$ cat src/rtl/mem_arb_pkg.sv
// Shared types for the unified I/D memory arbiter: FSM states, owner tags and
// the default fetch-starvation limit.
package mem_arb_pkg;

  localparam int unsigned DEF_STARVE_LIMIT = 4;

  typedef enum logic [1:0] {
    IDLE  = 2'd0,
    ISSUE = 2'd1,
    WAIT  = 2'd2,
    RESP  = 2'd3
  } arb_state_t;

  typedef enum logic {
    OWN_I = 1'b0,
    OWN_D = 1'b1
  } arb_owner_t;

endpackage

$ cat src/rtl/mem_arbiter_if.sv
// Bus bundle between pipeline ports, the arbiter and the backing memory.
// slave = arbiter view, master = pipeline/memory environment view.
interface mem_arbiter_if #(
  parameter int unsigned DATA_WIDTH = 32,
  parameter int unsigned ADDR_WIDTH = 32
);

  logic                    i_req;
  logic [ADDR_WIDTH-1:0]   i_addr;
  logic                    i_gnt;
  logic                    i_rvalid;
  logic [DATA_WIDTH-1:0]   i_rdata;

  logic                    d_req;
  logic                    d_we;
  logic [DATA_WIDTH/8-1:0] d_be;
  logic [ADDR_WIDTH-1:0]   d_addr;
  logic [DATA_WIDTH-1:0]   d_wdata;
  logic                    d_gnt;
  logic                    d_rvalid;
  logic [DATA_WIDTH-1:0]   d_rdata;

  logic                    m_req;
  logic                    m_we;
  logic [DATA_WIDTH/8-1:0] m_be;
  logic [ADDR_WIDTH-1:0]   m_addr;
  logic [DATA_WIDTH-1:0]   m_wdata;
  logic                    m_ready;
  logic                    m_rvalid;
  logic [DATA_WIDTH-1:0]   m_rdata;

  modport slave (
    input  i_req, i_addr,
    output i_gnt, i_rvalid, i_rdata,
    input  d_req, d_we, d_be, d_addr, d_wdata,
    output d_gnt, d_rvalid, d_rdata,
    output m_req, m_we, m_be, m_addr, m_wdata,
    input  m_ready, m_rvalid, m_rdata
  );

  modport master (
    output i_req, i_addr,
    input  i_gnt, i_rvalid, i_rdata,
    output d_req, d_we, d_be, d_addr, d_wdata,
    input  d_gnt, d_rvalid, d_rdata,
    input  m_req, m_we, m_be, m_addr, m_wdata,
    output m_ready, m_rvalid, m_rdata
  );

endinterface

$ cat src/rtl/mem_arb_prio.sv
// Winner select for the arbiter: data side wins unless fetch has lost
// STARVE_LIMIT consecutive contested grants.
module mem_arb_prio
  import mem_arb_pkg::*;
#(
  parameter int unsigned STARVE_LIMIT = DEF_STARVE_LIMIT
) (
  input  logic clk,
  input  logic rst,
  input  logic i_req,
  input  logic d_req,
  input  logic grant_en,
  output logic sel_i,
  output logic sel_d
);

  localparam int unsigned     CNT_W = $clog2(STARVE_LIMIT + 1);
  localparam logic [CNT_W-1:0] LIMIT = CNT_W'(STARVE_LIMIT);

  logic [CNT_W-1:0] starve_q, starve_d;

  // Counter only advances on data grants that actually made fetch wait.
  always_comb begin
    sel_i    = grant_en & i_req & (~d_req | (starve_q == LIMIT));
    sel_d    = grant_en & d_req & ~sel_i;
    starve_d = starve_q;
    if (sel_i) begin
      starve_d = '0;
    end else if (sel_d && i_req && (starve_q != LIMIT)) begin
      starve_d = starve_q + CNT_W'(1);
    end
  end

  always_ff @(posedge clk or negedge rst) begin
    if (!rst) starve_q <= '0;
    else      starve_q <= starve_d;
  end

endmodule

$ cat src/rtl/mem_arbiter.sv
// Unified I/D single-port memory arbiter, one outstanding transaction at a time.
// Define MEM_ARB_PERF_EN to add the perf_i_wait/perf_d_wait stall counters.
module mem_arbiter
  import mem_arb_pkg::*;
#(
  parameter int unsigned DATA_WIDTH   = 32,
  parameter int unsigned ADDR_WIDTH   = 32,
  parameter int unsigned STARVE_LIMIT = DEF_STARVE_LIMIT
) (
  input  logic        clk,
  input  logic        rst,
  mem_arbiter_if.slave bus
`ifdef MEM_ARB_PERF_EN
  ,
  output logic [31:0] perf_i_wait,
  output logic [31:0] perf_d_wait
`endif
);

  localparam int unsigned BE_WIDTH = DATA_WIDTH / 8;

  arb_state_t            state_q, state_d;
  arb_owner_t            owner_q, owner_d;
  logic                  m_req_q, m_req_d;
  logic                  m_we_q, m_we_d;
  logic [BE_WIDTH-1:0]   m_be_q, m_be_d;
  logic [ADDR_WIDTH-1:0] m_addr_q, m_addr_d;
  logic [DATA_WIDTH-1:0] m_wdata_q, m_wdata_d;
  logic                  i_rvalid_q, i_rvalid_d;
  logic                  d_rvalid_q, d_rvalid_d;
  logic [DATA_WIDTH-1:0] i_rdata_q, i_rdata_d;
  logic [DATA_WIDTH-1:0] d_rdata_q, d_rdata_d;
  logic                  grant_en, sel_i, sel_d;

  assign grant_en = (state_q == IDLE);

  mem_arb_prio #(.STARVE_LIMIT(STARVE_LIMIT)) u_prio (
    .clk      (clk),
    .rst      (rst),
    .i_req    (bus.i_req),
    .d_req    (bus.d_req),
    .grant_en (grant_en),
    .sel_i    (sel_i),
    .sel_d    (sel_d)
  );

  // Transaction sequencer: latch winner, issue, wait for response, return it.
  always_comb begin
    state_d    = state_q;
    owner_d    = owner_q;
    m_req_d    = m_req_q;
    m_we_d     = m_we_q;
    m_be_d     = m_be_q;
    m_addr_d   = m_addr_q;
    m_wdata_d  = m_wdata_q;
    i_rvalid_d = 1'b0;
    d_rvalid_d = 1'b0;
    i_rdata_d  = i_rdata_q;
    d_rdata_d  = d_rdata_q;
    case (state_q)
      IDLE: begin
        if (sel_i) begin
          owner_d   = OWN_I;
          m_we_d    = 1'b0;
          m_be_d    = '1;
          m_addr_d  = bus.i_addr;
          m_wdata_d = '0;
          m_req_d   = 1'b1;
          state_d   = ISSUE;
        end else if (sel_d) begin
          owner_d   = OWN_D;
          m_we_d    = bus.d_we;
          m_be_d    = bus.d_be;
          m_addr_d  = bus.d_addr;
          m_wdata_d = bus.d_wdata;
          m_req_d   = 1'b1;
          state_d   = ISSUE;
        end
      end
      ISSUE: begin
        if (bus.m_ready) begin
          m_req_d = 1'b0;
          state_d = WAIT;
        end
      end
      WAIT: begin
        if (bus.m_rvalid) begin
          state_d = RESP;
          if (owner_q == OWN_I) begin
            i_rdata_d  = bus.m_rdata;
            i_rvalid_d = 1'b1;
          end else begin
            // Writes are acknowledged with zero data.
            d_rdata_d  = m_we_q ? '0 : bus.m_rdata;
            d_rvalid_d = 1'b1;
          end
        end
      end
      RESP:    state_d = IDLE;
      default: state_d = IDLE;
    endcase
  end

  always_ff @(posedge clk or negedge rst) begin
    if (!rst) begin
      state_q    <= IDLE;
      owner_q    <= OWN_I;
      m_req_q    <= 1'b0;
      m_we_q     <= 1'b0;
      m_be_q     <= '0;
      m_addr_q   <= '0;
      m_wdata_q  <= '0;
      i_rvalid_q <= 1'b0;
      d_rvalid_q <= 1'b0;
      i_rdata_q  <= '0;
      d_rdata_q  <= '0;
    end else begin
      state_q    <= state_d;
      owner_q    <= owner_d;
      m_req_q    <= m_req_d;
      m_we_q     <= m_we_d;
      m_be_q     <= m_be_d;
      m_addr_q   <= m_addr_d;
      m_wdata_q  <= m_wdata_d;
      i_rvalid_q <= i_rvalid_d;
      d_rvalid_q <= d_rvalid_d;
      i_rdata_q  <= i_rdata_d;
      d_rdata_q  <= d_rdata_d;
    end
  end

  assign bus.i_gnt    = sel_i;
  assign bus.d_gnt    = sel_d;
  assign bus.i_rvalid = i_rvalid_q;
  assign bus.i_rdata  = i_rdata_q;
  assign bus.d_rvalid = d_rvalid_q;
  assign bus.d_rdata  = d_rdata_q;
  assign bus.m_req    = m_req_q;
  assign bus.m_we     = m_we_q;
  assign bus.m_be     = m_be_q;
  assign bus.m_addr   = m_addr_q;
  assign bus.m_wdata  = m_wdata_q;

`ifdef MEM_ARB_PERF_EN
  logic [31:0] perf_i_q, perf_i_d, perf_d_q, perf_d_d;

  // Cycles each side spends requesting without being granted; wraps.
  always_comb begin
    perf_i_d = perf_i_q + 32'(bus.i_req & ~sel_i);
    perf_d_d = perf_d_q + 32'(bus.d_req & ~sel_d);
  end

  always_ff @(posedge clk or negedge rst) begin
    if (!rst) begin
      perf_i_q <= '0;
      perf_d_q <= '0;
    end else begin
      perf_i_q <= perf_i_d;
      perf_d_q <= perf_d_d;
    end
  end

  assign perf_i_wait = perf_i_q;
  assign perf_d_wait = perf_d_q;
`endif

endmodule

$ cat src/flat_wrapper.sv
// flat-port wrapper written by rule: the top's interface ports become plain ports
module mem_arbiter_flat import mem_arb_pkg::*;
#(
  parameter int unsigned DATA_WIDTH   = 32,
  parameter int unsigned ADDR_WIDTH   = 32,
  parameter int unsigned STARVE_LIMIT = DEF_STARVE_LIMIT
)
  (clk, rst, bus_i_req, bus_i_addr, bus_i_gnt, bus_i_rvalid, bus_i_rdata, bus_d_req, bus_d_we, bus_d_be, bus_d_addr, bus_d_wdata, bus_d_gnt, bus_d_rvalid, bus_d_rdata, bus_m_req, bus_m_we, bus_m_be, bus_m_addr, bus_m_wdata, bus_m_ready, bus_m_rvalid, bus_m_rdata);
  mem_arbiter_if #(.DATA_WIDTH(DATA_WIDTH), .ADDR_WIDTH(ADDR_WIDTH)) bus_i ();
  input  logic clk;
  input  logic rst;
  input wire logic [$bits(bus_i.i_req)-1:0] bus_i_req;
  input wire logic [$bits(bus_i.i_addr)-1:0] bus_i_addr;
  output wire logic [$bits(bus_i.i_gnt)-1:0] bus_i_gnt;
  output wire logic [$bits(bus_i.i_rvalid)-1:0] bus_i_rvalid;
  output wire logic [$bits(bus_i.i_rdata)-1:0] bus_i_rdata;
  input wire logic [$bits(bus_i.d_req)-1:0] bus_d_req;
  input wire logic [$bits(bus_i.d_we)-1:0] bus_d_we;
  input wire logic [$bits(bus_i.d_be)-1:0] bus_d_be;
  input wire logic [$bits(bus_i.d_addr)-1:0] bus_d_addr;
  input wire logic [$bits(bus_i.d_wdata)-1:0] bus_d_wdata;
  output wire logic [$bits(bus_i.d_gnt)-1:0] bus_d_gnt;
  output wire logic [$bits(bus_i.d_rvalid)-1:0] bus_d_rvalid;
  output wire logic [$bits(bus_i.d_rdata)-1:0] bus_d_rdata;
  output wire logic [$bits(bus_i.m_req)-1:0] bus_m_req;
  output wire logic [$bits(bus_i.m_we)-1:0] bus_m_we;
  output wire logic [$bits(bus_i.m_be)-1:0] bus_m_be;
  output wire logic [$bits(bus_i.m_addr)-1:0] bus_m_addr;
  output wire logic [$bits(bus_i.m_wdata)-1:0] bus_m_wdata;
  input wire logic [$bits(bus_i.m_ready)-1:0] bus_m_ready;
  input wire logic [$bits(bus_i.m_rvalid)-1:0] bus_m_rvalid;
  input wire logic [$bits(bus_i.m_rdata)-1:0] bus_m_rdata;
  assign bus_i.i_req = bus_i_req;
  assign bus_i.i_addr = bus_i_addr;
  assign bus_i_gnt = bus_i.i_gnt;
  assign bus_i_rvalid = bus_i.i_rvalid;
  assign bus_i_rdata = bus_i.i_rdata;
  assign bus_i.d_req = bus_d_req;
  assign bus_i.d_we = bus_d_we;
  assign bus_i.d_be = bus_d_be;
  assign bus_i.d_addr = bus_d_addr;
  assign bus_i.d_wdata = bus_d_wdata;
  assign bus_d_gnt = bus_i.d_gnt;
  assign bus_d_rvalid = bus_i.d_rvalid;
  assign bus_d_rdata = bus_i.d_rdata;
  assign bus_m_req = bus_i.m_req;
  assign bus_m_we = bus_i.m_we;
  assign bus_m_be = bus_i.m_be;
  assign bus_m_addr = bus_i.m_addr;
  assign bus_m_wdata = bus_i.m_wdata;
  assign bus_i.m_ready = bus_m_ready;
  assign bus_i.m_rvalid = bus_m_rvalid;
  assign bus_i.m_rdata = bus_m_rdata;
  mem_arbiter #(.DATA_WIDTH(DATA_WIDTH), .ADDR_WIDTH(ADDR_WIDTH), .STARVE_LIMIT(STARVE_LIMIT)) u_core (.clk(clk), .rst(rst), .bus(bus_i));
endmodule
$ cat config.mk
export PLATFORM = sky130hd
export DESIGN_NAME = mem_arbiter_flat
export DESIGN_NICKNAME = d
export VERILOG_FILES = /design/src/rtl/mem_arb_pkg.sv /design/src/rtl/mem_arbiter_if.sv /design/src/rtl/mem_arb_prio.sv /design/src/rtl/mem_arbiter.sv /design/src/flat_wrapper.sv
export SDC_FILE = /design/constraint.sdc
export NUM_CORES = 1
export LEC_CHECK = 0
export CORE_MARGIN = 2
export CORE_UTILIZATION = 40
export DETAILED_ROUTE_END_ITERATION = 8
export GPL_ROUTABILITY_DRIVEN = 0
export GPL_TIMING_DRIVEN = 1
export PLACE_DENSITY = 0.82
export SLEW_MARGIN = 25
export SYNTH_ARGS = -nofsm -noshare
export SYNTH_HDL_FRONTEND = slang
export SYNTH_SLANG_ARGS = --single-unit
$ cat constraint.sdc
create_clock -name clk -period 3.6 [get_ports clk]
set_input_delay 0.72 -clock clk [delete_from_list [all_inputs] [get_ports clk]]
set_output_delay 0.72 -clock clk [all_outputs]
set_load 0.02 [all_outputs]
# After elaboration in Yosys (flattened, before gate mapping)
# Index checks and enable logic that the tools add are counted.
# word_totals
ff_bits	142
in_bits	139
out_inout_bits	138
elab_cells	67
# classes
add_sub_neg	1
eq_ne	8
n_mux	27
n_bitwise	8
reduce_logical	11
# ops
cell	n
$mux 32	5
$mux 1	12
$reduce_and 3->1	4
$mux 2	4
$mux 4	2
$pmux 2 s4	1
$mux 3	2
$ne 3x3->1 const B	2
$reduce_bool 2->1	3
$and 1x1->1	4
$eq 2x2->1 const B	2
$ne 2x2->1 const B	2
$add 3x1->3 const B	1
$eq 3x3->1 const B	1
$not 1->1	3
$eq 2x1->1 const B	1
$logic_and 1x1->1	2
$logic_not 2->1	1
$pmux 1 s2	1
$reduce_and 2->1	1
$or 1x1->1	1

# Longest topological paths before layout
# depth
ltp_word	9
mapped_depth	8
ltp_nobuf	6

# Hierarchy
# Synthesis repeated with hierarchy kept, for this count alone.
# unflattened
cells_unflattened	556
area_unflattened_um2	6020.8
# modules_own_cells
mod	n_inst	cells_each	area_per_inst_um2	seq_area_each_um2
mem_arbiter	1	535	5795.6	3478.3
mem_arb_prio	1	21	225.2	75.1

# Least setup slack after synthesis
# No wires, ideal clock.
# synth_timing
path_type	input -> output
startpoint	input port bus_i_req
endpoint	output port bus_d_gnt
arrival_ns	1.424
required_ns	2.880
slack_ns	1.456
stages	5
n_path_buf	2
cell_sequence	nand3_1 -> nand3_2 -> inv_2 -> buf_2 -> buf_2
# synth_between
elab_chain_cells	4
# synth_lines
item	line	rtl
start, declared	flat_wrapper.sv:12	input wire logic [$bits(bus_i.i_req)-1:0] bus_i_req;
$and 1x1->1 (2 in series)	mem_arb_prio.sv:24	sel_i = grant_en & i_req & (~d_req | (starve_q == LIMIT));
$not 1->1	mem_arb_prio.sv:25	sel_d = grant_en & d_req & ~sel_i;
$and 1x1->1	mem_arb_prio.sv:25	
end, declared	flat_wrapper.sv:22	output wire logic [$bits(bus_i.d_gnt)-1:0] bus_d_gnt;
# No other way between the ends.

# Worst setup path in the final report
# layout_timing
startpoint	input port bus_i_req
endpoint	output port bus_i_gnt
# layout_between
elab_chain_cells	2
# layout_lines
item	line	rtl
$and 1x1->1 (2 in series)	mem_arb_prio.sv:24	
end, declared	flat_wrapper.sv:14	output wire logic [$bits(bus_i.i_gnt)-1:0] bus_i_gnt;
# No other way between the ends.

==> results.yml <==
worst_setup_path:
  endpoint_kind: "output pin"
  start_kind: "primary input"
  cp_max_fo: 6
  max_stage_delay_ps: 670
  cpMostUsedCell: "clkdlybuf4s50_1"
  crit_required_ps: 2880
  slowest_stage: "clkdlybuf4s50_1"
  critical_path_class: "primary input to output pin"
  cp_cell_sequence: "clkdlybuf4s50_1, nand2_1, nor2_2, clkdlybuf4s50_1"
  worstPathArrival_ps: 2490
clock_network:
  post-cts-setup-buffers: 0
  hold_buffers: 0
  cts_resized: 0
  cts_tree: "yes"
  insertion_delay_ps: 420
  clkTransAtPathRegs_ps: 60
  numCtsBuffers: 17
  cts_max_level: 4
  cts_num_sinks: 142
  root_buffer: "clkbuf_16"
  cts_buffer_depth: 2
die:
  die_area_sq_mm: 0.0151
  start_util: 0.408
  dieHeight_um: 123
  die_x_um: 123
  coreArea_sq_mm: 0.0139
  rows: 43
  ios: 277
timing:
  fin_crit_sh: 0.892
  hold_viol: 0
  fin_skew_ps: 5.04
  setup_viol: 0
  slew_violations: 0
  fin_ws_ps: 390
  worst_slew_pin_slew_ps: 747
  fin_setup_tns_ps: 0
  slew_headroom: 0.502
  min_period_ps: 3210
  fmax_mhz: 312
  rsz0062_at_grt: "no"
routing:
  avgRoutedWirePerCell_um: 18.6
  vias: 4655
  drt-initial-drc-count: 260
  met3WireLength_um: 1570
  wl_met1_um: 6330
  met2RoutedLength_um: 8590
  wirelength_um: 16900
  detail_route.vias_per_cell: 5.10
  postRouteAntennaNets: 0
  drtPass1Iterations: 4
  highest_layer: "met4"
  route.detailed.drc: 0
hold_path:
  hold_path.class: "primary input to asynchronous set/reset pin"
power_and_ir_drop:
  peakVddDrop_uv: 450
  power_density_mw_per_mm2: 954
  leakage_nw: 4.05
logic_synthesis:
  synth_area_leaders: "dfrtp_1, mux2_2, a221o_1, a22o_1, and2_1"
  async_reset_ff_frac: 1.00
  ys.flop_type: "dfrtp_1"
  ys_seq_area_frac: 0.627
  synth_edf_count: 0
  ys_top_cells_by_count: "dfrtp_1, nand2_1, a22o_1, mux2_2, o21ai_0"
  synth_seq_cells: 142
  yosys.cell_types.count: 30
  syn-cell-area_sq_mm: 0.00566
  synth.most_common_cell: "dfrtp_1"
  syn_nets: 590
  syn_area_per_cell_sq_um: 12.7
  yosys.area.top_type_share: 0.627
  yosysWarnings: 0
  synthCells: 445
  synth_area_leader_cell: "dfrtp_1"
global_route:
  grt_pass1_wl_um: 25900
  grt_max_degree: 82
  gr-total-overflow: 0
  antenna_found_initial: 0
  grt_use_total: 0.228
  grt_pass1_vias: 4831
place:
  place_ws_ps: 429
  io_buffers: 276
  hpwl_um: 12400
finish:
  final_net_count: 864
  syn_to_final_growth_pct: 63.4
  layout-drive-gt1-share: 0.111
  n_antenna_cell: 0
run:
  maxCapViolations: 0
run_status:
  status: "finished, final reports clean"
-- metal layers --
layer	vias to the layer above	GRT usage
met2	220	0.386
met3	31	0.0780
met4	0	0.0923
met5	-	0
met1	2266	0.266
li1	2138	-
-- cell type report --
cell class	instances	area [sq um]
timing repair buffer	285	2830
fill	960	4620
clock inverter	14	215
sequential	142	3550
multi-input combinational	263	1950
inverter	10	37.5
tap	180	225
clock buffer	18	439
-- per-stage QoR --
stage	hold slack (ps)	std cells	utilization	instance area [sq um]	power [mW]
final	324	912	0.667	9260	8.83
after global routing	398	912	0.667	9260	9.31
after CTS	368	912	0.667	9260	8.92
after global placement	462	880	0.620	8600	6.82
after detailed placement	472	880	0.620	8600	6.96
after floorplan	424	445	-	5660	4.88
-- where the power goes --
group | internal, mW | switching [mW]
combinational | 2.11 | 2.03
clock | 1.25 | 0.674
sequential | 2.34 | 0.427
-- logic make-up after synthesis --
| group | Yosys count | share of synthesized area |
|---|---|---|
| fa+ha+maj | 6 | 0.0133 |
| flops | 142 | 0.627 |
| mux | 33 | 0.0656 |
| compound gates | 112 | 0.156 |
| buf+inv | 40 | 0.0305 |
| simple gates | 112 | 0.107 |
-- layout by cell type (no fill, tap or decap), types with 17 or more instances in the layout --
cell type	instances
a22o_1	34
a221o_1	32
nand2_1	39
mux2_2	33
clkdlybuf4s50_1	275
nand2b_1	32
clkbuf_16	17
dfrtp_1	142
o21ai_0	33
and2_1	32
-- worst max-delay path: cells and delay by family --
kind	cells	cell delay (ps)
buffers and inverters	2	1270
and+or+nand+nor	2	500
-- sequential cells by signal (all words and copies together), names as in the netlist --
name                    cells
u_core.bus.d_rdata         32
u_core.bus.i_rdata         32
u_core.bus.m_addr          32
u_core.bus.m_wdata         32
u_core.bus.m_be             4
u_core.u_prio.starve_q      3
u_core.state_q              2
u_core.bus.d_rvalid         1
u_core.bus.i_rvalid         1
u_core.bus.m_req            1
u_core.bus.m_we             1
u_core.owner_q              1
-- worst paths after layout --
check,from,endpoint,slack [ps],depth (start not counted)
setup / recovery,bus_i_req,bus_i_gnt,390,4
hold / removal,rst,u_core.bus.i_rdata[2]$_DFFE_PN0P_,320,1
setup reg to reg,u_core.state_q[0]$_DFFE_PN0P_,u_core.bus.m_wdata[5]$_DFFE_PN0P_,1480,6
hold reg to reg,u_core.bus.d_rdata[16]$_DFFE_PN0P_,u_core.bus.d_rdata[16]$_DFFE_PN0P_,480,2
max in group asynchronous,rst,u_core.bus.d_rdata[16]$_DFFE_PN0P_,2410,2
min in group clk,u_core.bus.d_rdata[16]$_DFFE_PN0P_,u_core.bus.d_rdata[16]$_DFFE_PN0P_,480,2
Note: power is estimated with default switching activity, not from simulation.
